==> src/rtl/spi_pkg.sv <==
// Shared SPI definitions: controller state encoding and {CPOL, CPHA} mode values.
package spi_pkg;

    typedef enum logic [1:0] {
        IDLE,
        SETUP,
        SHIFT,
        HOLD
    } spiState_t;

    localparam logic [1:0] MODE0 = 2'b00;
    localparam logic [1:0] MODE1 = 2'b01;
    localparam logic [1:0] MODE2 = 2'b10;
    localparam logic [1:0] MODE3 = 2'b11;

    // CPHA=1 modes shift data on the leading edge and sample on the trailing edge.
    function automatic logic modeCpha(input logic [1:0] mode);
        return (mode == MODE1) || (mode == MODE3);
    endfunction

endpackage

==> src/rtl/spi_clk_div.sv <==
// Edge-rate divider: emits a one-cycle tick every CLK_DIV enabled cycles.
module spi_clk_div
    import spi_pkg::*;
#(
    parameter int CLK_DIV = 2
) (
    input  logic clk,
    input  logic reset,
    input  logic i_enable,
    output logic o_tick
);

    logic [7:0] r_count;
    logic       w_wrap;

    assign w_wrap = (r_count == 8'(CLK_DIV - 1));
    assign o_tick = i_enable && w_wrap;

    // Held at zero while disabled so every transfer starts with a full SETUP period.
    always_ff @(posedge clk or posedge reset) begin
        if (reset) begin
            r_count <= '0;
        end else if (!i_enable || w_wrap) begin
            r_count <= '0;
        end else begin
            r_count <= r_count + 8'd1;
        end
    end

endmodule

==> src/rtl/spi_master_gen.sv <==
// Generic SPI master: one word per transfer, selectable mode, bit order and chip select.
module spi_master_gen
    import spi_pkg::*;
#(
    parameter  int DATA_W    = 8,
    parameter  int CLK_DIV   = 2,
    parameter  int NUM_CS    = 1,
    parameter  int LSB_FIRST = 1,
    localparam int CS_W      = (NUM_CS > 1) ? $clog2(NUM_CS) : 1
) (
    input  logic              clk,
    input  logic              reset,
    input  logic              start,
    input  logic [1:0]        mode,
    input  logic [CS_W-1:0]   cs_sel,
    input  logic [DATA_W-1:0] tx_data,
    output logic              busy,
    output logic              done,
    output logic [DATA_W-1:0] rx_data,
    output logic              sclk,
    output logic [NUM_CS-1:0] cs_n,
    output logic              mosi,
    input  logic              miso
);

    localparam int EDGES = 2 * DATA_W;
    localparam int EW    = $clog2(EDGES + 1);

    spiState_t         r_state;
    logic [1:0]        r_mode;
    logic [DATA_W-1:0] r_txShift;
    logic [DATA_W-1:0] r_rxShift;
    logic [EW-1:0]     r_edgeCnt;
    logic              r_finish;
    logic              r_busy;
    logic              r_done;
    logic              r_sclk;
    logic              r_mosi;
    logic [DATA_W-1:0] r_rxData;
    logic [NUM_CS-1:0] r_csN;

    logic              w_tick;
    logic              w_accept;
    logic              w_cpha;
    logic              w_lastEdge;
    logic              w_doEdge;
    logic              w_sample;
    logic              w_shiftOut;
    logic              w_txFirst;
    logic              w_mosiNext;
    logic [EW-1:0]     w_nextEdge;
    logic [DATA_W-1:0] w_txNext;
    logic [DATA_W-1:0] w_rxNext;

    spi_clk_div #(
        .CLK_DIV(CLK_DIV)
    ) u_clkDiv (
        .clk     (clk),
        .reset   (reset),
        .i_enable(r_state != IDLE),
        .o_tick  (w_tick)
    );

    // Edge bookkeeping: edges are numbered from 1, odd edges are the leading ones.
    always_comb begin
        w_accept   = start && (int'(cs_sel) < NUM_CS);
        w_cpha     = modeCpha(r_mode);
        w_nextEdge = r_edgeCnt + EW'(1);
        w_lastEdge = (r_edgeCnt == EW'(EDGES));
        w_doEdge   = w_tick && ((r_state == SETUP) || (r_state == SHIFT && !w_lastEdge));
        w_sample   = w_cpha ? !w_nextEdge[0] : w_nextEdge[0];
        w_shiftOut = w_cpha ? (w_nextEdge[0] && (w_nextEdge != EW'(1)))
                            : (!w_nextEdge[0] && (w_nextEdge != EW'(EDGES)));
        if (LSB_FIRST != 0) begin
            w_txFirst  = tx_data[0];
            w_txNext   = r_txShift >> 1;
            w_mosiNext = r_txShift[1];
            w_rxNext   = {miso, r_rxShift[DATA_W-1:1]};
        end else begin
            w_txFirst  = tx_data[DATA_W-1];
            w_txNext   = r_txShift << 1;
            w_mosiNext = r_txShift[DATA_W-2];
            w_rxNext   = {r_rxShift[DATA_W-2:0], miso};
        end
    end

    // r_finish marks the IDLE cycle between HOLD and the done pulse; start is refused there.
    always_ff @(posedge clk or posedge reset) begin
        if (reset) begin
            r_state   <= IDLE;
            r_mode    <= MODE0;
            r_txShift <= '0;
            r_rxShift <= '0;
            r_edgeCnt <= '0;
            r_finish  <= 1'b0;
            r_busy    <= 1'b0;
            r_done    <= 1'b0;
            r_sclk    <= 1'b0;
            r_mosi    <= 1'b0;
            r_rxData  <= '0;
            r_csN     <= '1;
        end else begin
            r_done <= 1'b0;
            case (r_state)
                IDLE: begin
                    r_sclk <= mode[1];
                    r_mosi <= 1'b0;
                    if (r_finish) begin
                        r_finish <= 1'b0;
                        r_done   <= 1'b1;
                        r_busy   <= 1'b0;
                        r_csN    <= '1;
                        r_rxData <= r_rxShift;
                    end else if (w_accept) begin
                        r_state   <= SETUP;
                        r_mode    <= mode;
                        r_txShift <= tx_data;
                        r_rxShift <= '0;
                        r_edgeCnt <= '0;
                        r_busy    <= 1'b1;
                        r_csN     <= ~(NUM_CS'(1) << cs_sel);
                        r_mosi    <= w_txFirst;
                    end
                end
                SETUP: begin
                    if (w_tick) r_state <= SHIFT;
                end
                SHIFT: begin
                    if (w_tick && w_lastEdge) r_state <= HOLD;
                end
                HOLD: begin
                    if (w_tick) begin
                        r_state  <= IDLE;
                        r_finish <= 1'b1;
                    end
                end
                default: r_state <= IDLE;
            endcase

            if (w_doEdge) begin
                r_sclk    <= ~r_sclk;
                r_edgeCnt <= w_nextEdge;
                if (w_sample) r_rxShift <= w_rxNext;
                if (w_shiftOut) begin
                    r_txShift <= w_txNext;
                    r_mosi    <= w_mosiNext;
                end
            end
        end
    end

    assign busy    = r_busy;
    assign done    = r_done;
    assign rx_data = r_rxData;
    assign sclk    = r_sclk;
    assign cs_n    = r_csN;
    assign mosi    = r_mosi;

endmodule

==> config.mk <==
export PLATFORM = sky130hd
export DESIGN_NAME = spi_master_gen
export DESIGN_NICKNAME = d
export VERILOG_FILES = /design/src/rtl/spi_pkg.sv /design/src/rtl/spi_clk_div.sv /design/src/rtl/spi_master_gen.sv
export SDC_FILE = /design/constraint.sdc
export NUM_CORES = 1
export LEC_CHECK = 0
export CORE_UTILIZATION = 55
export CTS_CLUSTER_DIAMETER = 120
export CTS_CLUSTER_SIZE = 40
export DETAILED_ROUTE_END_ITERATION = 8
export GPL_ROUTABILITY_DRIVEN = 0
export PLACE_DENSITY = 0.81
export SLEW_MARGIN = 20
export SYNTH_ARGS = -nofsm -noshare
export SYNTH_HDL_FRONTEND = slang
export SYNTH_SLANG_ARGS = --single-unit
==> constraint.sdc <==
create_clock -name clk -period 4.45 [get_ports clk]
set_input_delay 0.89 -clock clk [delete_from_list [all_inputs] [get_ports clk]]
set_output_delay 0.89 -clock clk [all_outputs]
set_load 0.005 [all_outputs]
==> implementation parameters, run 1 <==
Parameter                              Value

Worst setup path
  Flop-to-flop setup slack ... between 2 and 2.5 ns
  Path depth of the worst reg2reg path ... 6
  Critical Path AT ... 2.55 ns
  Kind of critical path ... flip-flop to flip-flop
  Setup crit start ... r_edgeCnt[0]
  Required time of the critical path ... 4.64 ns
  Critical path capture point type ... flip-flop
  Capturing instance or port of the critical path ... r_txShift[6]
  Critical Path Source Type ... flip-flop
  Crit path max fanout ... 10
  Reg-to-reg startpoint ... r_edgeCnt[0]
  Endpoint of the most critical register-to-register path ... r_txShift[6]

STA
  Final critical-path required period ... 2.368 ns
  Clock tree skew after final layout ... 0.007270 ns
  Part of the cycle the worst path needs ... 53.21%
  Setup TNS ... 0 ns
  Max-slew violations ... 0
  Max-slew headroom ... between 50% and 60%
  Peak clock frequency supported by timing ... 422.3 MHz
  Final number of hold-violating endpoints ... 0
  Least setup slack across all paths after layout ... 2.082 ns
  Worst-margin pin slew ... 0.6769 ns
  RSZ-0062 raised after global routing ... no
  Hold Worst Slack ... 0.4624 ns
  Setup-failing EPs final ... 0

Die
  Initial core utilization ... 58.73%
  Core footprint ... 3771 µm²
  Die W ... 65.46 µm
  Ports placed on the boundary ... 28
  Site row count ... 22
  Chip height ... 65.46 µm
  Die outline area ... between 4000 and 5000 µm²

Routing
  Number of violations reported at the end of detailed-routing iteration 0 ... 52
  Wire length per cell ... around 13 µm
  Number of nets with antenna violations after routing ... 0
  Detailed-route vias per instance ... ~5.3
  Pre-Repair DR Iteration Count ... 4
  Number of DRC violations after detailed routing ... 0
  Total Wirelength ... 3.829 mm
  Total number of vias ... 1549

Job
  Number of max-cap violations ... 0

GRT
  Number of antenna violations at the first check in global routing ... 0
  Grt ovf ... 0
  GR met1 Demand/Resource ... 29.17%
  Maximum number of pins on one net before global-route repair ... 46
  Global-route met3 utilization ... 5.208%
  First-pass GRT wire length ... ~6.7 mm
  Total routing resource utilization after global routing ... 21.16%
  Vias in the first global route ... 1504
  Global-route track usage on met2 ... between 30% and 40%
  GRT Max-Usage Layer ... met2

Finish
  Count of placed standard cells in the final layout, fillers left out ... roughly 290
  Total inserted antenna cells ... 0
  Layout cell share with drive strength beyond 1 ... 14.29%
  Final Instance Area ... about 2600 µm²
  # nets final ... 268
  Synth-to-Final Area Change ... 18.87%
  Leading cell type in the layout, fill and taps excluded ... sky130_fd_sc_hd__nand2_1
  Most used cells in the layout excluding fill and tap cells ... sky130_fd_sc_hd__nand2_1, sky130_fd_sc_hd__dfrtp_1, sky130_fd_sc_hd__clkdlybuf4s50_1
  Fin util ... ~70%

Logic synthesis
  Post-Synthesis Cells ... roughly 220
  Post-Syn Nets ... 241
  Post-synthesis instance area ... roughly 2200 µm²
  Total of flip-flops plus latches after synthesis ... 45
  Number of warnings printed during yosys synthesis ... 0
  Distinct cell type count of the synthesized netlist ... 38
  Sequential area share after synthesis ... 50.90%
  Per-instance average area after synthesis ... 10.21 µm²

Placed design
  Worst slack at placement ... ~1.8 ns
  Cell count after placement ... 285
  Post-DP HPWL ... 2.730 mm
  Count of input and output buffers ... 27
  Placement-stage cell area ... 2519 µm²

Power and ir drop
  Max IR drop VDD ... 299.8 µV
  Total power divided by cell area ... roughly 590 nW/µm²
  Lkg Pwr ... between 1 and 1.5 nW
  Total power after layout ... 1.565 mW

Clocking
  Number of CTS-inserted buffers ... 5
  Clock Latency Late Sink ... 0.30 ns
  H-tree levels ... 2
  Cell at the root of the clock tree ... sky130_fd_sc_hd__clkbuf_8
  Reg clk slew, reported paths ... 0.08 ns
  TritonCTS clock tree ... built
  PostCTS Resize Cnt ... 0
  Setup Buffers After CTS ... 0
  Maximum count of clock buffers along a single path ... 2
  Clock sink total ... 45
  Count of hold buffers inserted by post-cts repair ... 0

Hold path
  Kind of path behind the tightest hold check ... flip-flop to flip-flop

Status
  Status ... completed
## how the worst min path moves through the flow
stage	from	end	slack (ns)	cells after the start
6_report	cs_n	cs_n	0.46	2
3_3_place_gp	sclk	sclk	0.45	1
3_5_place_dp	cs_n	cs_n	0.45	2
5_1_grt	cs_n	cs_n	0.49	2
4_1_cts	cs_n	cs_n	0.46	2
2_1_floorplan	cs_n	cs_n	0.45	2
## power breakdown
group	switching [mW]	internal, mW
Sequential	0.115	0.556
Clock	0.135	0.143
Combinational	0.307	0.307
Total	0.558	1.01
## area by class of cell
| type | instances | area (µm²) |
|---|---|---|
| Clock buffer | 7 | 96.34 |
| Timing Repair Buffer | 28 | 277.8 |
| Fill cell | 281 | 1139 |
| Tap cell | 48 | 60.06 |
| Multi-Input combinational cell | 155 | 1028 |
| Sequential cell | 45 | 1127 |
| Clock inverter | 1 | 8.758 |
| Inverter | 9 | 33.78 |
## sequential cells by signal (all words and copies together), names as in the netlist, 2 cells and up
signal            count
rx_data               8
r_state               2
r_edgeCnt             5
r_txShift             7
r_rxShift             8
u_clkDiv.r_count      8
## Yosys cell counts, drive strengths merged
cell type | instances | area share (%)
nand2 | 51 | 8.8
dfrtp | 44 | 50
mux2 | 17 | 8.8
nor2 | 14 | 2.4
o21ai | 13 | 2.9
nand3 | 11 | 2.5
ha | 9 | 5.1
inv | 9 | 1.5
xor2 | 6 | 2.4
a21oi | 5 | 1.1
clkbuf | 5 | 0.85
buf | 3 | 0.68
mux2i | 3 | 1.9
a21boi | 2 | 0.68
and3 | 2 | 0.56
nand3b | 2 | 0.68
nor3 | 2 | 0.96
or3 | 2 | 0.56
xnor2 | 2 | 0.79
a211oi | 1 | 0.34
a311oi | 1 | 0.40
a41oi | 1 | 0.40
and2 | 1 | 0.28
dfstp | 1 | 1.2
nand4bb | 1 | 0.51
nor2b | 1 | 0.28
nor4 | 1 | 0.56
nor4b | 1 | 0.68
o221ai | 1 | 0.68
o22a | 1 | 0.40
o2bb2ai | 1 | 0.40
o31ai | 1 | 0.34
or2 | 1 | 0.28
or3b | 1 | 0.40
## critical path, cell delays in order, from the launching register on
cell	delay, ns
sky130_fd_sc_hd__dfrtp_1	0.54
sky130_fd_sc_hd__ha_1	0.34
sky130_fd_sc_hd__nand3_1	0.18
sky130_fd_sc_hd__xnor2_1	0.22
sky130_fd_sc_hd__a311oi_1	0.15
sky130_fd_sc_hd__o221ai_2	0.44
sky130_fd_sc_hd__mux2_2	0.39
## layer usage
metal,share of wire [%],wire length [µm]
met2,46,1765
met4,1.6,63
met1,49,1887
met5,0,0
met3,3.0,113
## kinds of logic (layout without fill, tap and decap cells)
logic type / count (synthesis) / in the layout / synth area share (%)
buffers and inverters: 17 / 45 / 3.051
muxes: 20 / 20 / 10.73
DFF: 45 / 45 / 50.90
and+or+nand+nor: 91 / 91 / 19.38
AOI/OAI and AO/OA: 27 / 27 / 7.683
adders and majority gates: 9 / 9 / 5.085
xor gates and xnor gates: 8 / 8 / 3.164
(Power assumes the default switching activity.)
==> run 2, diff against run 1 <==
Clock period 4.45 ns to 2.4 ns, I/O delays scaled along.
==> run 2 against run 1 <==
Clock skew shrank 0.0038 ns. Wire length is 7.3% higher. Setup slack got worse by 1.9 ns. Cell count rose by 1.7%. Maximum frequency up 7.2%. Via count up 6.4%. Hold slack improved by 0.0051 ns. Largest power group unchanged. Highest routed layer unchanged.
==> implementation parameters, run 2 (same netlist as run 1, synthesis figures left out) <==
Parameter                              Value

Routing
  Wire length per cell ... 13.79 µm (+5.5%)
  Detailed-route vias per instance ... 5.530 (+4.6%)
  Number of violations reported at the end of detailed-routing iteration 0 ... 77 (+48%)
  Number of nets with antenna violations after routing ... 0 (unchanged)
  Total Wirelength ... 4.109 mm (+7.3%)
  Pre-Repair DR Iteration Count ... 4 (unchanged)
  Number of DRC violations after detailed routing ... 0 (unchanged)
  Total number of vias ... 1648 (+6.4%)

Finish
  Layout cell share with drive strength beyond 1 ... 16.00% (+1.7 points)
  Total inserted antenna cells ... 0 (unchanged)
  Synth-to-Final Area Change ... 21.02%
  # nets final ... 273 (+1.9%)
  Most used cells in the layout excluding fill and tap cells ... sky130_fd_sc_hd__nand2_1, sky130_fd_sc_hd__dfrtp_1, sky130_fd_sc_hd__clkdlybuf4s50_1
  Leading cell type in the layout, fill and taps excluded ... sky130_fd_sc_hd__nand2_1
  Fin util ... 71.07% (+1.3 points)

Worst setup path
  Path depth of the worst reg2reg path ... 6 (unchanged)
  Crit path max fanout ... 10 (unchanged)
  Kind of critical path ... flip-flop to flip-flop
  Critical Path AT ... 2.40 ns (-0.15 ns)
  Critical path capture point type ... flip-flop
  Required time of the critical path ... 2.59 ns (-2.05 ns)
  Critical Path Source Type ... flip-flop

STA
  Setup-failing EPs final ... 0 (unchanged)
  Peak clock frequency supported by timing ... 453.0 MHz (+7.2%)
  Clock tree skew after final layout ... 0.003498 ns (-0.003772 ns)
  RSZ-0062 raised after global routing ... no
  Part of the cycle the worst path needs ... 91.99% (+39 points)
  Hold Worst Slack ... 0.4675 ns (+0.005067 ns)
  Max-slew headroom ... 63.39% (+8.9 points)
  Setup TNS ... 0 ns (unchanged)
  Worst-margin pin slew ... 0.5491 ns (-0.1278 ns)
  Final number of hold-violating endpoints ... 0 (unchanged)
  Max-slew violations ... 0 (unchanged)
  Final critical-path required period ... 2.208 ns (-0.1600 ns)

Clocking
  Maximum count of clock buffers along a single path ... 2 (unchanged)
  Cell at the root of the clock tree ... sky130_fd_sc_hd__clkbuf_8
  Reg clk slew, reported paths ... 0.08 ns (about the same)
  Clock sink total ... 45 (unchanged)
  Clock Latency Late Sink ... 0.30 ns (about the same)
  Setup Buffers After CTS ... 0 (unchanged)
  H-tree levels ... 2 (unchanged)
  TritonCTS clock tree ... built
  Number of CTS-inserted buffers ... 5 (unchanged)

Die
  Site row count ... 22 (unchanged)
  Die outline area ... 4284 µm² (unchanged)
  Ports placed on the boundary ... 28 (unchanged)
  Core footprint ... 3771 µm² (unchanged)
  Die W ... 65.46 µm (unchanged)
  Chip height ... 65.46 µm (unchanged)
  Initial core utilization ... 58.73% (unchanged)

Power and ir drop
  Lkg Pwr ... 1.236 nW (+2.1%)
  Max IR drop VDD ... 708.7 µV (+140%)
  Total power divided by cell area ... 1121 nW/µm² (+89%)
  Total power after layout ... 3.005 mW (+92%)

GRT
  Vias in the first global route ... 1589 (+5.7%)
  Number of antenna violations at the first check in global routing ... 0 (unchanged)
  Grt ovf ... 0 (unchanged)
  Maximum number of pins on one net before global-route repair ... 46 (unchanged)
  Total routing resource utilization after global routing ... 22.88% (+1.7 points)
  First-pass GRT wire length ... 7.245 mm (+7.4%)

Job
  Number of max-cap violations ... 0 (unchanged)

Hold path
  Kind of path behind the tightest hold check ... flip-flop to flip-flop
  Worst hold path cell count ... 1 (-1)

Placed design
  Post-DP HPWL ... 2.914 mm (+6.8%)
  Count of input and output buffers ... 27 (unchanged)

Status
  Status ... completed
-- run 2: cell types whose count changed in the layout (fill, tap and decap cells not counted) --
cell	delta
sky130_fd_sc_hd__dfrtp_1	-1
sky130_fd_sc_hd__dfrtp_2	+1
sky130_fd_sc_hd__nor4_2	+1
sky130_fd_sc_hd__o221ai_2	-1
sky130_fd_sc_hd__nor4_4	-1
sky130_fd_sc_hd__o221ai_4	+1
sky130_fd_sc_hd__inv_6	-1
sky130_fd_sc_hd__bufinv_16	+1
sky130_fd_sc_hd__clkinv_4	+1
sky130_fd_sc_hd__buf_4	+5
sky130_fd_sc_hd__clkbuf_1	+1
sky130_fd_sc_hd__clkbuf_8	-2
-- run 2: cell type report --
cell class              count  area (µm²)
multi-input cells         155        1031
fillers                   273        1091
inverters                   9       33.78
repair buffers             33       315.3
clock inverters             2       38.79
clock buffers               6       72.57
well taps                  48       60.06
flip-flops and latches     45        1129
-- run 2: path summary, 6_finish.rpt --
check / slack (ns) / to / startpoint
min: 0.47 / sclk / sclk
min in group asynchronous: 0.61 / rx_data[0] / reset
max in group asynchronous: 1.39 / r_edgeCnt[0] / reset
min reg2reg: 0.47 / sclk / sclk
max: 0.19 / r_txShift[6] / r_edgeCnt[0]
max reg2reg: 0.19 / r_txShift[6] / r_edgeCnt[0]
-- run 2: routing by layer --
| metal | track usage [%] | up-vias | part of all wire [%] |
|---|---|---|---|
| li1 | - | 792 | - |
| met1 | 28.93 | 804 | 47 |
| met2 | 35.31 | 42 | 46 |
| met3 | 6.597 | 10 | 4.6 |
| met4 | 12.23 | 0 | 2.5 |
| met5 | 0 | - | 0 |
-- run 2: power by group --
| part | switching (mW) | internal [mW] |
|---|---|---|
| Clock | 0.263 | 0.313 |
| Combinational | 0.580 | 0.597 |
| Sequential | 0.220 | 1.03 |
-- run 2: repair_timing --
action,CTS,global route
setup endpoints to repair,0,7
gates resized for setup,0,2
hold buffers,0,0
-- run 2: worst max-delay path, stage by stage, from the launching register on --
cell	delay, ns
sky130_fd_sc_hd__dfrtp_2	0.48
sky130_fd_sc_hd__ha_1	0.32
sky130_fd_sc_hd__nand3_1	0.17
sky130_fd_sc_hd__xnor2_1	0.17
sky130_fd_sc_hd__a311oi_1	0.41
sky130_fd_sc_hd__o221ai_4	0.23
sky130_fd_sc_hd__mux2_2	0.32
-- run 2: through the flow --
stage	setup slack (ns)	cell area [µm²]	cells
after floorplan	0.3279	2215	217
after global placement	0.1994	2556	290
after detailed placement	0.1285	2556	290
after CTS	0.09785	2668	298
after global routing	0.02996	2680	298
final	0.1923	2680	298
